===== src/rtl/pulse_debounce_pkg.sv =====
// pulse_pkg: shared FSM state encoding and glitch counter limits for pulse_debounce
package pulse_pkg;
  typedef enum logic [1:0] {LOW, ARM_HIGH, HIGH, ARM_LOW} state_t;
  localparam int GLITCH_W = 8;
  localparam logic [GLITCH_W-1:0] GLITCH_MAX = 8'd255;
endpackage


===== src/rtl/pulse_debounce_if.sv =====
// pulse_debounce_if: raw input and debounced outputs; master drives raw_in, slave (debouncer) drives the rest
interface pulse_debounce_if;
  import pulse_pkg::*;
  logic raw_in;
  logic level_out;
  logic rise_pulse;
  logic fall_pulse;
  logic [GLITCH_W-1:0] glitch_cnt;
  modport master(output raw_in, input level_out, rise_pulse, fall_pulse, glitch_cnt);
  modport slave(input raw_in, output level_out, rise_pulse, fall_pulse, glitch_cnt);
endinterface


===== src/rtl/pulse_debounce_sync_ff.sv =====
// sync_ff: N-stage reset-to-0 synchronizer; clk/rst_n, d async in, q synchronized out (last stage)
module sync_ff #(
  parameter int N = 2
) (
  input  logic clk,
  input  logic rst_n,
  input  logic d,
  output logic q
);
  logic [N-1:0] sr_d, sr_q;
  always_comb sr_d = {sr_q[N-2:0], d};
  always_ff @(posedge clk or negedge rst_n)
    if (!rst_n) sr_q <= '0;
    else sr_q <= sr_d;
  assign q = sr_q[N-1];
endmodule


===== src/rtl/pulse_debounce.sv =====
// pulse_debounce: synchronise and debounce raw_in; clk, rst_n (async low), bus.slave carries raw_in, level_out, rise/fall strobes, glitch_cnt
module pulse_debounce
  import pulse_pkg::*;
#(
  parameter int SYNC_STAGES = 2,
  parameter int DEBOUNCE_CYCLES = 16,
  localparam int CNT_W = $clog2(DEBOUNCE_CYCLES)
) (
  input logic clk,
  input logic rst_n,
  pulse_debounce_if.slave bus
);
  logic s, last, abort;
  state_t state_d, state_q;
  logic [CNT_W-1:0] cnt_d, cnt_q;
  logic [GLITCH_W-1:0] glitch_d, glitch_q;
  logic level_d, level_q, rise_d, rise_q, fall_d, fall_q;
  sync_ff #(.N(SYNC_STAGES)) u_sync (.clk(clk), .rst_n(rst_n), .d(bus.raw_in), .q(s));
  assign last = cnt_q == CNT_W'(DEBOUNCE_CYCLES - 1);
  always_comb begin
    state_d = state_q;
    cnt_d = cnt_q;
    level_d = level_q;
    rise_d = 1'b0;
    fall_d = 1'b0;
    abort = 1'b0;
    case (state_q)
      LOW: if (s) begin
        state_d = ARM_HIGH;
        cnt_d = '0;
      end
      ARM_HIGH: if (!s) begin
        state_d = LOW;
        abort = 1'b1;
      end else if (last) begin
        state_d = HIGH;
        level_d = 1'b1;
        rise_d = 1'b1;
      end else cnt_d = cnt_q + 1'b1;
      HIGH: if (!s) begin
        state_d = ARM_LOW;
        cnt_d = '0;
      end
      ARM_LOW: if (s) begin
        state_d = HIGH;
        abort = 1'b1;
      end else if (last) begin
        state_d = LOW;
        level_d = 1'b0;
        fall_d = 1'b1;
      end else cnt_d = cnt_q + 1'b1;
      default: state_d = LOW;
    endcase
    // saturate rather than wrap so a stuck-toggling input reads as "many"
    glitch_d = (abort && glitch_q != GLITCH_MAX) ? glitch_q + 1'b1 : glitch_q;
  end
  always_ff @(posedge clk or negedge rst_n)
    if (!rst_n) begin
      state_q <= LOW;
      cnt_q <= '0;
      glitch_q <= '0;
      level_q <= 1'b0;
      rise_q <= 1'b0;
      fall_q <= 1'b0;
    end else begin
      state_q <= state_d;
      cnt_q <= cnt_d;
      glitch_q <= glitch_d;
      level_q <= level_d;
      rise_q <= rise_d;
      fall_q <= fall_d;
    end
  assign bus.level_out = level_q;
  assign bus.rise_pulse = rise_q;
  assign bus.fall_pulse = fall_q;
  assign bus.glitch_cnt = glitch_q;
endmodule


===== src/flat_wrapper.sv =====
// flat-port wrapper written by rule: the top's interface ports become plain ports
module pulse_debounce_flat import pulse_pkg::*;
#(
  parameter int SYNC_STAGES = 2,
  parameter int DEBOUNCE_CYCLES = 16,
  localparam int CNT_W = $clog2(DEBOUNCE_CYCLES)
)
  (clk, rst_n, bus_raw_in, bus_level_out, bus_rise_pulse, bus_fall_pulse, bus_glitch_cnt);
  pulse_debounce_if bus_i ();
  input logic clk;
  input logic rst_n;
  input wire logic [$bits(bus_i.raw_in)-1:0] bus_raw_in;
  output wire logic [$bits(bus_i.level_out)-1:0] bus_level_out;
  output wire logic [$bits(bus_i.rise_pulse)-1:0] bus_rise_pulse;
  output wire logic [$bits(bus_i.fall_pulse)-1:0] bus_fall_pulse;
  output wire logic [$bits(bus_i.glitch_cnt)-1:0] bus_glitch_cnt;
  assign bus_i.raw_in = bus_raw_in;
  assign bus_level_out = bus_i.level_out;
  assign bus_rise_pulse = bus_i.rise_pulse;
  assign bus_fall_pulse = bus_i.fall_pulse;
  assign bus_glitch_cnt = bus_i.glitch_cnt;
  pulse_debounce #(.SYNC_STAGES(SYNC_STAGES), .DEBOUNCE_CYCLES(DEBOUNCE_CYCLES)) u_core (.clk(clk), .rst_n(rst_n), .bus(bus_i));
endmodule

===== config.mk =====
export PLATFORM = sky130hd
export DESIGN_NAME = pulse_debounce_flat
export DESIGN_NICKNAME = d
export VERILOG_FILES = /design/src/rtl/pulse_debounce_pkg.sv /design/src/rtl/pulse_debounce_if.sv /design/src/rtl/pulse_debounce_sync_ff.sv /design/src/rtl/pulse_debounce.sv /design/src/flat_wrapper.sv
export SDC_FILE = /design/constraint.sdc
export NUM_CORES = 1
export LEC_CHECK = 0
export CAP_MARGIN = 5
export CORE_AREA = 2 2 56 58
export DETAILED_ROUTE_END_ITERATION = 10
export DIE_AREA = 0 0 58 60
export PLACE_DENSITY_LB_ADDON = 0.08
export SLEW_MARGIN = 20
export SYNTH_ARGS = -nofsm -noshare
export SYNTH_HDL_FRONTEND = slang
export SYNTH_SLANG_ARGS = --single-unit

===== constraint.sdc =====
create_clock -name clk -period 1.25 [get_ports clk]
set_input_delay 0.3125 -clock clk [delete_from_list [all_inputs] [get_ports clk]]
set_output_delay 0.3125 -clock clk [all_outputs]
set_load 0.01 [all_outputs]

## After elaboration in Yosys (flattened, before gate mapping)

Index checks and enable logic that the tools add are counted.

| word-level totals | value |
|---|---|
| output and inout bits | 11 |
| logic and storage cells | 54 |
| bits of input ports | 3 |
| flip-flop bits (word level) | 19 |

| cells by class | value |
|---|---|
| reduce and logical (&&, ||, !) cells | 6 |
| mux-type cells | 26 |
| add/subtract/negate cells | 2 |
| equality and inequality tests | 13 |

Operators by type and width:

| kind | count |
|---|---|
| $mux 4 | 5 |
| $pmux 4 s4 | 1 |
| $mux 2 | 6 |
| $mux 1 | 11 |
| $add 8x1->8 const B | 1 |
| $ne 2x2->1 const B | 4 |
| $ne 8x8->1 const B | 1 |
| $pmux 2 s4 | 1 |
| $reduce_and 4->1 | 2 |
| $ne 3x2->1 const B | 2 |
| $reduce_and 5->1 | 1 |
| $add 4x1->4 const B | 1 |
| $eq 2x2->1 const B | 2 |
| $eq 4x4->1 const B | 1 |
| $ne 2x1->1 const B | 2 |
| $pmux 1 s2 | 2 |
| $eq 2x1->1 const B | 1 |
| $logic_not 2->1 | 1 |
| $reduce_bool 2->1 | 1 |
| $logic_and 1x1->1 | 1 |

## Logic depth before layout (Yosys ltp)

| logic depth | value |
|---|---|
| depth after elaboration | 4 |
| mapped depth | 5 |
| gate-level depth less buffers | 5 |

## By module

From an unflattened synthesis, not the netlist that was laid out.

| second synthesis, totals | value |
|---|---|
| cells, all modules | 77 |
| area, all modules | 844.6 µm² |

By module, submodules not included:

| module | area an instance (µm²) | seq. area each (µm²) | instances | cells each |
|---|---|---|---|---|
| pulse_debounce | 794.5 | 425.4 | 1 | 75 |
| sync_ff | 50.0 | 50.0 | 1 | 2 |

## Least setup slack after synthesis

No wires, ideal clock.

| path | value |
|---|---|
| path kind | reg2reg |
| from | register u_core.glitch_q[4] (netlist: u_core.bus.glitch_cnt[4]) |
| to | register u_core.glitch_q[1] (netlist: u_core.bus.glitch_cnt[1]) |
| library setup time | 0.125 ns |
| clock period less this slack | 1.371 ns |
| setup slack | -0.121 ns |
| stages on the path, launching flop included | 5 |
| path buffers | 0 |
| data required time | 1.125 ns |
| data arrival time | 1.246 ns |
| cells stage by stage | dfrtp_1 and4_1 nand4_1 nand2_2 mux2_4 |

| on the way | value |
|---|---|
| word-level cells in the longest chain between the ends | 2 |

Ends and longest elaborated chain:

| element | line | source |
|---|---|---|
| start, declared | pulse_debounce.sv:16 | `logic [GLITCH_W-1:0] glitch_d, glitch_q;` |
| start signal, assigned | pulse_debounce.sv:68 | `glitch_q <= glitch_d;` |
| $ne 8x8->1 | pulse_debounce.sv:55 | `glitch_d = (abort && glitch_q != GLITCH_MAX) ? glitch_q + 1'b1 : glitch_q;` |
| $logic_and 1x1->1 | pulse_debounce.sv:55 |  |

Every way passes these cells.
A chain may end at the register's enable or synchronous reset.

## Final worst setup path

| path | value |
|---|---|
| from | register u_core.glitch_q[5] (netlist: u_core.bus.glitch_cnt[5]) |
| to | register u_core.glitch_q[1] (netlist: u_core.bus.glitch_cnt[1]) |

The elaborated chain is that of the path after synthesis.

==> metrics.md <==
| Metric | Value |
|---|---|
| Ys flop type | `dfrtp_1` |
| Yosys Warn Count | `0` |
| FF+latch count, synth | `19` |
| Post-synth ARST share | `100%` |
| Worst Tran Pin Value | `0.260 ns` |
| Tcrit/Tclk final | `106%` |
| Dpl hpwl | `1.23 mm` |
| Distinct cells, synth | `20` |
| Largest net degree at the start of global routing | `20` |
| Fin worst setup slack | `-0.0700 ns` |
| Clock period minus worst slack | `1.32 ns` |
| Sink Count | `19` |
| Number of cell rows | `20` |
| CP arrival | `1.51 ns` |
| Die footprint | `0.00348 sq mm` |
| Pre-Repair DR Iteration Count | `4` |
| IO Port Bufs | `13` |
| Cell area after synthesis | `828 sq um` |
| Top cells by count, synth | `19 x dfrtp_1, 12 x nand2_1, 7 x xnor2_1` |
| Max Cap Viol | `0` |
| Detailed-route via count | `772` |
| Pins over their slew limit | `0` |
| Wire length per cell | `11.9 um` |
| Hold Vio Cnt, Final | `0` |
| Synth area leaders | `dfrtp_1 57%, xnor2_1 7.4%, nand2_1 5.4%, nand4_1 4.5%, mux2_4 3.6%` |
| Sw Ratio | `32.0%` |
| Number of global-route vias before repair | `702` |
| Post-layout util | `48.8%` |
| CP Max Fanout | `2` |
| Gr ovfl total | `0` |
| Die X | `58 um` |
| DR vias/cell | `4.62` |
| Syn_nets | `81` |
| Outcome | `complete, but fails checks` |
| Max Fclk | `758 MHz` |
| Cells after Synth | `76` |
| Register-to-Register Setup Slack | `-0.07 ns` |
| CTS tree | `done` |
| RSZ-0062 raised after global routing | `true` |
| Crit path required time | `1.44 ns` |
| R2R Path End | `u_core.bus.glitch_cnt[1]` |
| Clock root buffer | `clkbuf_4` |
| Post-DRT Antenna Nets | `0` |
| Core area | `0.00290 sq mm` |
| Sequential fraction of design power | `38.6%` |
| Nets | `140` |
| Skew final | `0.00748 ns` |
| Pwr Total | `2.08 mW` |
| Critical Setup Path Class | `flip-flop to flip-flop` |
| Most frequent cell after synthesis | `dfrtp_1` |
| Gr usage total | `12.7%` |
| NetSw | `0.665 mW` |
| Clock share of power | `15.2%` |
| Worst hold-check path type | `primary input to asynchronous set/reset pin` |
| Reg clk slew, reported paths | `0.12 ns` |
| Comb power frac | `46.3%` |
| Layout area overhead | `71.1%` |
| H-Tree Depth | `1` |
| Clock Tree Buf Depth | `2` |
| Final setup viols | `10` |
| Count of inserted antenna diode cells | `0` |
| Yosys top cell by area | `dfrtp_1` |
| First-pass GRT wire length | `3.28 mm` |
| Synthesized area per cell | `10.9 sq um` |
| Placer Congestion | `0.757` |
| Final TNS setup | `-0.377 ns` |
| Internal Power | `1.41 mW` |
| Clock latency on the worst-skew pair | `0.30 ns` |
| Hold_buf cts | `0` |
| EDFF count, synth | `0` |
| Initial core utilization | `28.5%` |
| DRC | `0` |
| Worst setup SP type | `flip-flop` |
| 1st-iter DRT viols | `25` |
| Hold slack | `0.333 ns` |
| Share of layout cells above drive strength 1 | `60.4%` |
| Peak supply drop | `1140 uV` |
| CTS buffer count | `3` |
| Chip height | `60 um` |
| Worst slew margin | `82.7%` |
| Post-route cell area | `0.00142 sq mm` |
| Failing checks | `setup timing` |
| CP Capture Type | `flip-flop` |
| Initial antenna violation count | `0` |
| Leak | `0.668 nW` |
| Post-synth top area share | `57.4%` |
| Sequential-to-total area share from yosys stat | `57.4%` |
| Power per cell area | `1470 mW/mm^2` |
| RR Startpoint | `u_core.bus.glitch_cnt[5]` |
| Reg2reg path depth | `5` |
| DP Area | `0.00117 sq mm` |
| I/O pin cnt | `14` |
| Final WL | `1.98 mm` |
kinds of logic (layout without fill, tap and decap cells):
| kind of cell | count (synthesis) | after routing | synth area share [%] |
|---|---|---|---|
| simple gates | 34 | 34 | 21.0 |
| flops | 19 | 19 | 57.4 |
| compound gates | 10 | 10 | 6.04 |
| xor+xnor | 8 | 8 | 8.46 |
| fa+ha+maj | 2 | 2 | 3.02 |
| mux | 2 | 2 | 3.63 |
| buf+inv | 1 | 59 | 0.453 |
critical path: stages, from the launching register on:
cell and delay, ns:
dfrtp_1 0.37, buf_6 0.10, and4_4 0.23, nand4_1 0.13, nand2_2 0.11, mux2_4 0.29
per-layer routing:
metal | up-vias | part of all wire, % | GRT usage, %
met3 | 4 | 4.2 | 2.60
met4 | 0 | 1.5 | 5.98
met5 | - | 0 | 0
met2 | 16 | 46 | 18.0
met1 | 368 | 48 | 18.3
li1 | 384 | - | -
registers in the layout (all words and copies together) (netlist names), named ones only:
signal                 flops
u_core.bus.level_out       1
u_core.u_sync.sr_q         2
u_core.bus.fall_pulse      1
u_core.bus.glitch_cnt      8
u_core.state_q             1
u_core.cnt_q               4
u_core.bus.rise_pulse      1
final cells by class:
type | count | area (sq um)
Clock inverter | 1 | 5.00
Timing Repair Buffer | 54 | 419
Clock buffer | 3 | 22.5
Sequential cell | 19 | 479
Tap cell | 33 | 41.3
Inverter | 1 | 3.75
Multi-Input combinational cell | 56 | 447
Fill cell | 288 | 1490
timing repair:
action | 4_1_cts | 5_1_grt
buffers inserted | 10 | 9
hold endpoints to repair | 0 | 0
resized for setup | 45 | 27
pin swaps | 13 | 20
endpoints found under the setup margin | 19 | 19
placed cells by master, fill, tap and decap left out, types with 3 or more instances in the layout:
| cell type | Yosys | layout |
|---|---|---|
| nand2_2 | 1 | 3 |
| xnor2_1 | 7 | 6 |
| buf_2 | 0 | 5 |
| nand4_1 | 6 | 6 |
| nor2_1 | 5 | 3 |
| buf_6 | 0 | 8 |
| buf_4 | 0 | 34 |
| clkbuf_2 | 0 | 4 |
| dfrtp_1 | 19 | 16 |
| nand2_1 | 12 | 9 |
| a21oi_2 | 0 | 3 |
| clkbuf_4 | 0 | 3 |
| dfrtp_2 | 0 | 3 |
power groups by stage:
stage	Clock, mW	Combinational [mW]	Sequential [mW]
after floorplan	0	0.191	0.910
after global placement	0	0.663	0.840
after detailed placement	0	0.663	0.843
after CTS	0.344	0.815	0.794
after global routing	0.373	1.06	0.820
final	0.315	0.962	0.801
stage by stage:
| stage | std cells | setup WS, ns |
|---|---|---|
| finish | 167 | -0.0700 |
| global route | 167 | -0.163 |
| CTS | 158 | -0.121 |
| detailed placement | 144 | -0.0864 |
| global placement | 144 | -0.0675 |
| floorplan | 76 | -0.0869 |
how the worst max path moves through the flow:
| stage | from | to | slack [ns] |
|---|---|---|---|
| 3_3_place_gp | u_core.bus.glitch_cnt[0] | u_core.bus.glitch_cnt[1] | -0.07 |
| 3_5_place_dp | u_core.cnt_q[0] | u_core.cnt_q[3] | -0.09 |
| 5_1_grt | u_core.bus.glitch_cnt[5] | u_core.bus.glitch_cnt[1] | -0.16 |
| 4_1_cts | u_core.bus.glitch_cnt[5] | u_core.bus.glitch_cnt[1] | -0.12 |
| 2_1_floorplan | u_core.bus.glitch_cnt[5] | u_core.bus.glitch_cnt[1] | -0.09 |
| 6_report | u_core.bus.glitch_cnt[5] | u_core.bus.glitch_cnt[1] | -0.07 |
(Power assumes the default switching activity.)
